$ cat config.mk
export PLATFORM = sky130hd
export DESIGN_NAME = aes_dec_round_ctrl
export DESIGN_NICKNAME = d
export VERILOG_FILES = /design/src/rtl/aes_dec_round_ctrl.sv
export SDC_FILE = /design/constraint.sdc
export NUM_CORES = 1
export LEC_CHECK = 0
export BUFFER_PORTS_ARGS = -buffer_cell sky130_fd_sc_hd__buf_2
export CAP_MARGIN = 20
export CORE_AREA = 2 2 256 258
export DETAILED_ROUTE_END_ITERATION = 8
export DIE_AREA = 0 0 258 260
export SYNTH_ARGS = -nofsm -noshare
export SYNTH_HDL_FRONTEND = slang
export SYNTH_SLANG_ARGS = --single-unit
$ cat constraint.sdc
create_clock -name clk -period 5.3 [get_ports clk]
set_input_delay 0.265 -clock clk [delete_from_list [all_inputs] [get_ports clk]]
set_output_delay 0.265 -clock clk [all_outputs]
set_load 0.03 [all_outputs]
$ cat src/rtl/aes_dec_round_ctrl.sv
// aes_dec_round_ctrl: iterative AES-128 decryption sequencer, one inverse round per cycle through an external datapath
module aes_dec_round_ctrl #(
  parameter int NR = 10,
  parameter int KW = 4
) (
  input  logic          clk,
  input  logic          resetn,
  input  logic          key_valid,
  input  logic          in_valid,
  output logic          in_ready,
  input  logic [127:0]  in_data,
  output logic          out_valid,
  input  logic          out_ready,
  output logic [127:0]  out_data,
  output logic [KW-1:0] rk_idx,
  input  logic [127:0]  rk_data,
  output logic [127:0]  dp_state,
  output logic          dp_last,
  input  logic [127:0]  dp_result,
  output logic          busy
);
  typedef enum logic [1:0] {IDLE, ROUND, DONE} st_e;
  localparam logic [KW-1:0] NR_K = KW'(NR);
  st_e st_q, st_d;
  logic [127:0] state_q, state_d;
  logic [KW-1:0] rnd_q, rnd_d;
  always_ff @(posedge clk or negedge resetn) begin
    if (!resetn) begin
      st_q    <= IDLE;
      state_q <= '0;
      rnd_q   <= '0;
    end else begin
      st_q    <= st_d;
      state_q <= state_d;
      rnd_q   <= rnd_d;
    end
  end
  always_comb begin
    st_d      = st_q;
    state_d   = state_q;
    rnd_d     = rnd_q;
    in_ready  = 1'b0;
    out_valid = 1'b0;
    out_data  = '0;
    busy      = 1'b0;
    dp_last   = 1'b0;
    rk_idx    = NR_K;
    dp_state  = state_q;
    case (st_q)
      IDLE: begin
        // in_ready is held low while reset is asserted even if key_valid is high
        in_ready = key_valid & resetn;
        if (in_valid && key_valid) begin
          state_d = in_data ^ rk_data;
          rnd_d   = NR_K - KW'(1);
          st_d    = ROUND;
        end
      end
      ROUND: begin
        busy    = 1'b1;
        rk_idx  = rnd_q;
        dp_last = (rnd_q == '0);
        state_d = dp_result;
        st_d    = (rnd_q == '0) ? DONE : ROUND;
        rnd_d   = (rnd_q == '0) ? rnd_q : rnd_q - KW'(1);
      end
      DONE: begin
        busy      = 1'b1;
        out_valid = 1'b1;
        out_data  = state_q;
        rk_idx    = '0;
        st_d      = out_ready ? IDLE : DONE;
      end
      default: st_d = IDLE;
    endcase
  end
endmodule
Word-level counts from Yosys, hierarchy flattened
Cells that the tools add are included.
Storage, ports and cells
  output and inout bits: 264
  register bits after elaboration: 134
  input bits: 389
Operators by class
  bitwise gates (word level): 2
  equal/unequal tests: 4
  mux-type cells: 15
  add/sub/neg operators: 1
  reductions and logical operators: 7
Operators by type and width (number)
  $mux 128: 2
  $pmux 128 s2: 1
  $xor 128x128->128: 1
  $pmux 4 s2: 2
  $mux 4: 2
  $mux 2: 3
  $pmux 2 s3: 1
  $logic_not 4->1: 1
  $mux 1: 4
  $ne 2x2->1 const B: 2
  $sub 4x1->4 const B: 1
  $reduce_and 3->1: 1
  $eq 2x1->1 const B: 1
  $eq 2x2->1 const B: 1
  $logic_not 2->1: 1
  $reduce_and 2->1: 1
  $reduce_bool 2->1: 1
  $reduce_or 2->1: 1
  $and 1x1->1: 1
  $logic_and 1x1->1: 1

Longest topological paths before layout
Gate-level depths: netlist of run 1.
  depth after elaboration: 3
  mapped depth: 8

Worst setup path before layout of run 1
OpenSTA, ideal clock, no wires.
  kind: register to output
  from: reg st_q[0]
  to: out out_data[100]
  data arrival time: 1.722 ns
  stages on the path, launching flop included: 6
  path slack: 3.313 ns
  buffers on the path: 2
  cell sequence: dfrtp_1 inv_1 ha_1 clkbuf_1 clkbuf_1 and2_1
On the way
  longest elaborated chain between the ends: 2
RTL lines
  start: declaration: RTL line 24  | st_e st_q, st_d;
  start signal: assignment: RTL line 33  | st_q <= st_d;
  $eq 2x2->1: RTL line 49  | case (st_q)
  $mux 128: RTL line 49
  end: declaration: RTL line 14  | output logic [127:0] out_data,
No other way between the ends.

Final worst setup path of run 1
  from: reg st_q[0]
  to: out out_data[46]
The elaborated chain is that of the path after synthesis.

==> impl_metrics.json, run 1 <==
{
  "min_path_cells": 4,
  "synth-edff-count": 0,
  "slowest_delay_ns": 0.59,
  "hold_end": "dp_state[122]",
  "power_density_nw_per_um2": 596.6,
  "clock_sinks": 134,
  "p_leak_nw": 6.900,
  "yosysWarnings": 0,
  "clk_pin_slew_worst_paths_ns": 0.07,
  "overflow": 0,
  "r2r_cells": 6,
  "ctsHoldBuffers": 1,
  "syn-mean-instance-area_um2": 10.08,
  "vias_per_cell": 3.534,
  "clock_skew_ns": 0.009710,
  "cap_violations": 0,
  "netlist_area_um2": 8838,
  "worstPathRequired_ns": 5.04,
  "final_core_utilization_pct": 21.12,
  "cts.repair.resized": 0,
  "wl_per_cell_um": 13.36,
  "die_w_um": 258,
  "drt-total-wl_um": 31610,
  "vias": 8361,
  "ir_drop_uv": 275.0,
  "stdcell_area_um2": 13540,
  "antenna_found_initial": 1,
  "grt_usage_pct": 8.894,
  "path_buf_inv": 3,
  "synthFlopType": "dfrtp_1",
  "finalNonFillerCells": 2366,
  "post-route-period-util_pct": 58.71,
  "hold_viol": 0,
  "critPathTopFamily": "buffers and inverters",
  "yosysSeqAreaShare_pct": 37.94,
  "path_class": "register to output port",
  "dp_hpwl_um": 24840,
  "ant_nets": 0,
  "final_common_cell": "buf_2",
  "grt_max_degree": 111,
  "rsz0062_at_grt": "false",
  "period_minus_slack_ns": 3.112,
  "place.gp.congestion": 0.7992,
  "syn_to_final_growth_pct": 53.24,
  "drive_above_1_share_pct": 54.04,
  "max_freq_ghz": 0.3214,
  "finalMaxSlewViolations": 0,
  "setup_violations": 0,
  "firstDrtPassIters": 4,
  "num_rows": 93,
  "post_cts_buffers": 0,
  "worst_pin_slew_ns": 0.9414,
  "post-place-cells": 2332,
  "place_area_um2": 12930,
  "syn_nets": 1272,
  "drc": 0,
  "cts.htree.levels": 4,
  "reg2reg_from": "st_q[1]",
  "clkLatencyLatePin_ns": 0.46,
  "async_reset_ff_share_pct": 100.0,
  "ctsRootBufferMaster": "clkbuf_16",
  "cp.arrival_ns": 2.85,
  "status": "complete, no violations",
  "cts_tree": "done",
  "min_from": "dp_result[122]",
  "dieHeight_um": 260,
  "crit_path_top_delay_cell": "buf_4",
  "layout_common_cells": "651 x buf_2, 134 x dfrtp_1, 131 x nand2_1, 129 x and2_1, 128 x xnor2_1",
  "crit_path_max_fanout": 67,
  "path_depth": 5,
  "final.setup.tns_ns": 0,
  "ys_ff_latch": 134,
  "cts_made_buffers": 17,
  "ff2ff_setup_slack_ns": 2.50,
  "start_util_pct": 13.79,
  "min_path_type": "input port to register",
  "synth_cells": 877,
  "pin_count": 653,
  "synth.distinct_cells": 36,
  "relSlewSlack_pct": 37.24,
  "start_kind": "register",
  "die-area_um2": 67080,
  "port_buffers": 652,
  "max-clock-path-buffers": 2,
  "grt_pass1_wl_um": 45110,
  "first_iter_violations": 276,
  "finalNetCount": 1892,
  "r2r-end": "dp_state[101]",
  "grt_pass1_vias": 7912,
  "core_area_um2": 64120,
  "setup.worst_path.end_class": "output port",
  "worstPathCellList": "inv_1 > ha_4 > buf_4 > and2_1 > buf_2"
}
[worst register-to-register path, cell delays in order, from the launching register on]
cell and delay [ns]:
dfrtp_1 0.43, inv_1 0.13, ha_4 0.39, nand2b_1 0.21, and2_4 0.53, buf_4 0.59
mux2_2 0.40
[area by class of cell]
type                    instances  area, µm²
fillers                      7064      50570
multi-input cells             678       5144
flip-flops and latches        134       3353
repair buffers                659       3349
well taps                     855       1070
clock buffers                  19      452.9
clock inverters                13      146.4
inverters                       7      26.28
diodes                          1      2.502
[cells in the mapped netlist (4+ instances only)]
| library cell | n | area share (%) |
|---|---|---|
| mux2_4 | 87 | 15 |
| xnor2_1 | 128 | 13 |
| inv_1 | 7 | 0.30 |
| and2_1 | 130 | 9.2 |
| clkbuf_1 | 38 | 1.6 |
| buf_8 | 7 | 1.2 |
| nand2_1 | 131 | 5.6 |
| buf_2 | 6 | 0.34 |
| and3_1 | 4 | 0.28 |
| dfrtp_1 | 134 | 38 |
| mux2_1 | 8 | 1.0 |
| ha_1 | 6 | 0.85 |
| o21ai_0 | 127 | 7.2 |
| mux2_2 | 34 | 4.3 |
[stage by stage]
step                hold slack [ns]  total power, W  worst slack (ns)
floorplan                  -0.03059        0.005634             3.313
global placement             0.2696        0.006847             2.505
global route                0.09566        0.008621             1.977
CTS                         0.06243        0.008231             2.065
finish                       0.1243        0.008080             2.188
detailed placement           0.2697        0.006914             2.461
[registers in the layout, summed over array words and instances (netlist names)]
register  cells
rnd_q         4
dp_state    128
st_q          2
[cells by family after synthesis]
kind of cell | after synthesis | share of synthesized area [%]
DFF | 134 | 37.94
muxes | 131 | 20.36
xor gates and xnor gates | 128 | 12.68
buffers and inverters | 65 | 4.176
adders and majority gates | 6 | 0.8494
AOI/OAI and AO/OA | 138 | 8.168
and+or+nand+nor | 275 | 15.83
[worst max path at each step]
stage / from / endpoint / slack, ns
3_3_place_gp: st_q[1] / dp_state[101] / 2.50
5_1_grt: st_q[0] / out_data[46] / 1.98
4_1_cts: st_q[0] / out_data[46] / 2.06
2_1_floorplan: st_q[0] / out_data[100] / 3.31
3_5_place_dp: st_q[1] / dp_state[95] / 2.46
6_report: st_q[0] / out_data[46] / 2.19
[report_power, final]
part	leakage (nW)	internal, W	switching [W]
logic	5.01	0.00200	0.00277
clock network	0.291	0.000722	0.000512
registers	1.60	0.00158	0.000489
total	6.90	0.00430	0.00378
[per-layer routing]
metal | share of wire, % | vias up | global-route usage [%]
met5 | 0 | - | 0
met4 | 3.3 | 0 | 4.961
met3 | 6.6 | 37 | 2.193
met2 | 51 | 392 | 15.86
met1 | 39 | 3795 | 9.638
li1 | - | 4137 | -
(Power assumes the default switching activity.)
==> run 2, diff against run 1 <==
Settings changed: ABC_AREA set to 1, CORE_AREA 2 2 256 258 to 2 2 252 254, DIE_AREA 0 0 258 260 to 0 0 254 256.
Clock period 5.3 ns to 2.7 ns, I/O delays scaled along.
==> run 2 against run 1 <==
Against the previous run: clock power increased by 98%; wire length grew 24%; worst hold slack got worse by 0.092 ns; highest routed layer is now met5.
==> impl_metrics.json, run 2 <==
{
  "yosysSeqAreaShare_pct": 36.66,
  "pwr-share-seq_pct": 22.4,
  "firstDrtPassIters": 5,
  "vias_per_cell": 3.659,
  "layout_common_cells": "667 x nand2_1, 651 x buf_2, 312 x dlygate4sd3_1, 234 x nor2_1, 139 x inv_1",
  "crit_top_cell": "nand2_1",
  "ctsRootBufferMaster": "clkbuf_16",
  "synth_top_area_cell": "dfrtp_1",
  "drt-total-wl_um": 39120,
  "cp.arrival_ns": 2.91,
  "synthTopCellsByArea": "dfrtp_1 37%, nand2_1 27%, xnor2_1 12%",
  "clk_pin_slew_worst_paths_ns": 0.06,
  "ir_drop_uv": 642.9,
  "path_class": "register to register",
  "grt_max_degree": 81,
  "dp_hpwl_um": 27820,
  "place.gp.congestion": 0.8382,
  "wl_per_cell_um": 12.13,
  "status": "complete, no violations",
  "syn_nets": 1818,
  "drc": 0,
  "synth.distinct_cells": 16,
  "synth-edff-count": 0,
  "synthFlopType": "dfrtp_1",
  "multiInputGateArea_um2": 4852,
  "dpl_worst_slack_ns": 0.6778,
  "vias": 11800,
  "period_minus_slack_ns": 2.520,
  "antenna_found_initial": 2,
  "final.setup.tns_ns": 0,
  "largest_reg_flops": 128,
  "worstPathCellList": "inv_1 > ha_2 > nand2_1 > nand2_2 > clkinv_8 > buf_12 > nor2_1 > nand2_1 > dlygate4sd3_1 > nand2_1",
  "drive_above_1_share_pct": 31.38,
  "cts_tree": "done",
  "grt_pass1_wl_um": 59360,
  "p_sw_share_pct": 51.32,
  "cts_made_buffers": 17,
  "crit_path_top_delay_cell": "dlygate4sd3_1",
  "pin_count": 653,
  "dieHeight_um": 256,
  "hold_viol": 0,
  "overflow": 0,
  "regArea_um2": 3353,
  "switchingPower_w": 0.009709,
  "min_path_type": "input port to register",
  "whs_ns": 0.03246,
  "rsz0062_at_grt": "false",
  "syn_to_final_growth_pct": 87.03,
  "num_rows": 92,
  "die-area_um2": 65020,
  "setup.worst_path.end_class": "register",
  "p_clk_share_pct": 12.9,
  "finalMaxSlewViolations": 0,
  "setup_violations": 0,
  "netlist_area_um2": 9148,
  "core_area_um2": 62390,
  "cts.htree.levels": 4,
  "port_buffers": 652,
  "path_buf_inv": 4,
  "max-clock-path-buffers": 2,
  "first_iter_violations": 555,
  "clock_sinks": 134,
  "grt_pass1_vias": 11730,
  "grt_usage_pct": 11.82,
  "critPathTopFamily": "buffers and inverters",
  "max_freq_ghz": 0.3968,
  "crit_path_max_fanout": 53,
  "p_leak_nw": 9.836,
  "start_util_pct": 14.66,
  "yosysWarnings": 0,
  "post-route-period-util_pct": 93.33,
  "power_density_nw_per_um2": 1106,
  "synth_cells": 1423,
  "synth.most_common_cell": "nand2_1",
  "die_w_um": 254,
  "worst_pin_slew_ns": 0.5554,
  "relSlewSlack_pct": 62.97,
  "finalNetCount": 2759,
  "ant_nets": 0,
  "finalWorstSetupSlack_ns": 0.1801,
  "clkLatencyLatePin_ns": 0.47,
  "cap_violations": 0,
  "combPwrFrac_pct": 64.7,
  "yosysTopAreaCellShare_pct": 36.66,
  "slowest_delay_ns": 0.55,
  "worstPathRequired_ns": 3.09,
  "clock_skew_ns": 0.01741,
  "post_cts_buffers": 0,
  "syn-mean-instance-area_um2": 6.428,
  "start_kind": "register",
  "ys_ff_latch": 134,
  "final_common_cell": "nand2_1",
  "synth_commonest_cells": "667 x nand2_1, 234 x nor2_1, 139 x inv_1",
  "p_int_w": 0.009211,
  "num-fill-cells": 6733,
  "async_reset_ff_share_pct": 100.0
}
-- run 2: cell type report --
| class | count | share of cell area, % |
|---|---|---|
| flip-flops and latches | 134 | 19.60 |
| diodes | 2 | 0.02925 |
| inverters | 141 | 3.210 |
| repair buffers | 992 | 39.10 |
| multi-input cells | 1078 | 28.36 |
| clock inverters | 12 | 0.8995 |
| well taps | 846 | 6.187 |
| clock buffers | 20 | 2.611 |
-- run 2: timing repair --
action,CTS,global route
setup endpoints to repair,0,22
gates resized for setup,0,2
hold buffers,312,0
endpoints found under the hold margin,260,0
-- run 2: tightest hold or removal path, stage by stage --
cell and delay (ns):
buf_2 0.09, xnor2_1 0.06, nand2_1 0.05, nand2_1 0.07
nand2_1 0.06
-- run 2: layer usage --
metal  vias up  share of wire (%)  global-route usage [%]
met5         -              0.031                       0
met4         2                5.4                   7.794
met3        80                6.5                   2.827
met1      5219                 39                   12.05
li1       5989                  -                       -
met2       510                 49                   21.32
-- run 2: through the flow --
stage / area [µm²] / utilization (%) / power, W / cells
floorplan: 9148 / - / 0.01155 / 1423
global placement: 13370 / 21.43 / 0.01476 / 2879
detailed placement: 13370 / 21.43 / 0.01486 / 2879
CTS: 17100 / 27.40 / 0.01904 / 3223
global route: 17100 / 27.41 / 0.02055 / 3223
finish: 17110 / 27.42 / 0.01892 / 3225
-- run 2: kinds of logic (layout without fill, tap and decap cells) --
kind of cell               after synthesis  in the layout  synth area share, %
AOI/OAI and AO/OA                        5              5               0.2735
xor gates and xnor gates               129            129                12.35
adders and majority gates                6              6               0.8207
buffers and inverters                  211           1165                10.46
DFF                                    134            134                36.66
other                                    0              2                    0
and+or+nand+nor                        938            938                39.43
-- run 2: worst paths after layout --
check | start | cells past startpoint | slack, ns | end
max in group asynchronous | resetn | 3 | 1.79 | dp_state[112]
setup reg to reg | st_q[1] | 10 | 0.18 | dp_state[66]
min in group asynchronous | resetn | 2 | 0.12 | dp_state[69]
hold reg to reg | dp_state[122] | 2 | 0.51 | dp_state[122]
hold / removal | in_data[1] | 5 | 0.03 | dp_state[1]
setup / recovery | st_q[1] | 10 | 0.18 | dp_state[66]
-- run 2: power by group through the flow --
stage / logic (W) / registers, W / clock network, W
3_5_place_dp: 0.0106 / 0.00424 / 0
6_report: 0.0122 / 0.00423 / 0.00244
2_1_floorplan: 0.00581 / 0.00574 / 0
5_1_grt: 0.0135 / 0.00437 / 0.00266
4_1_cts: 0.0122 / 0.00424 / 0.00257
3_3_place_gp: 0.0105 / 0.00425 / 0
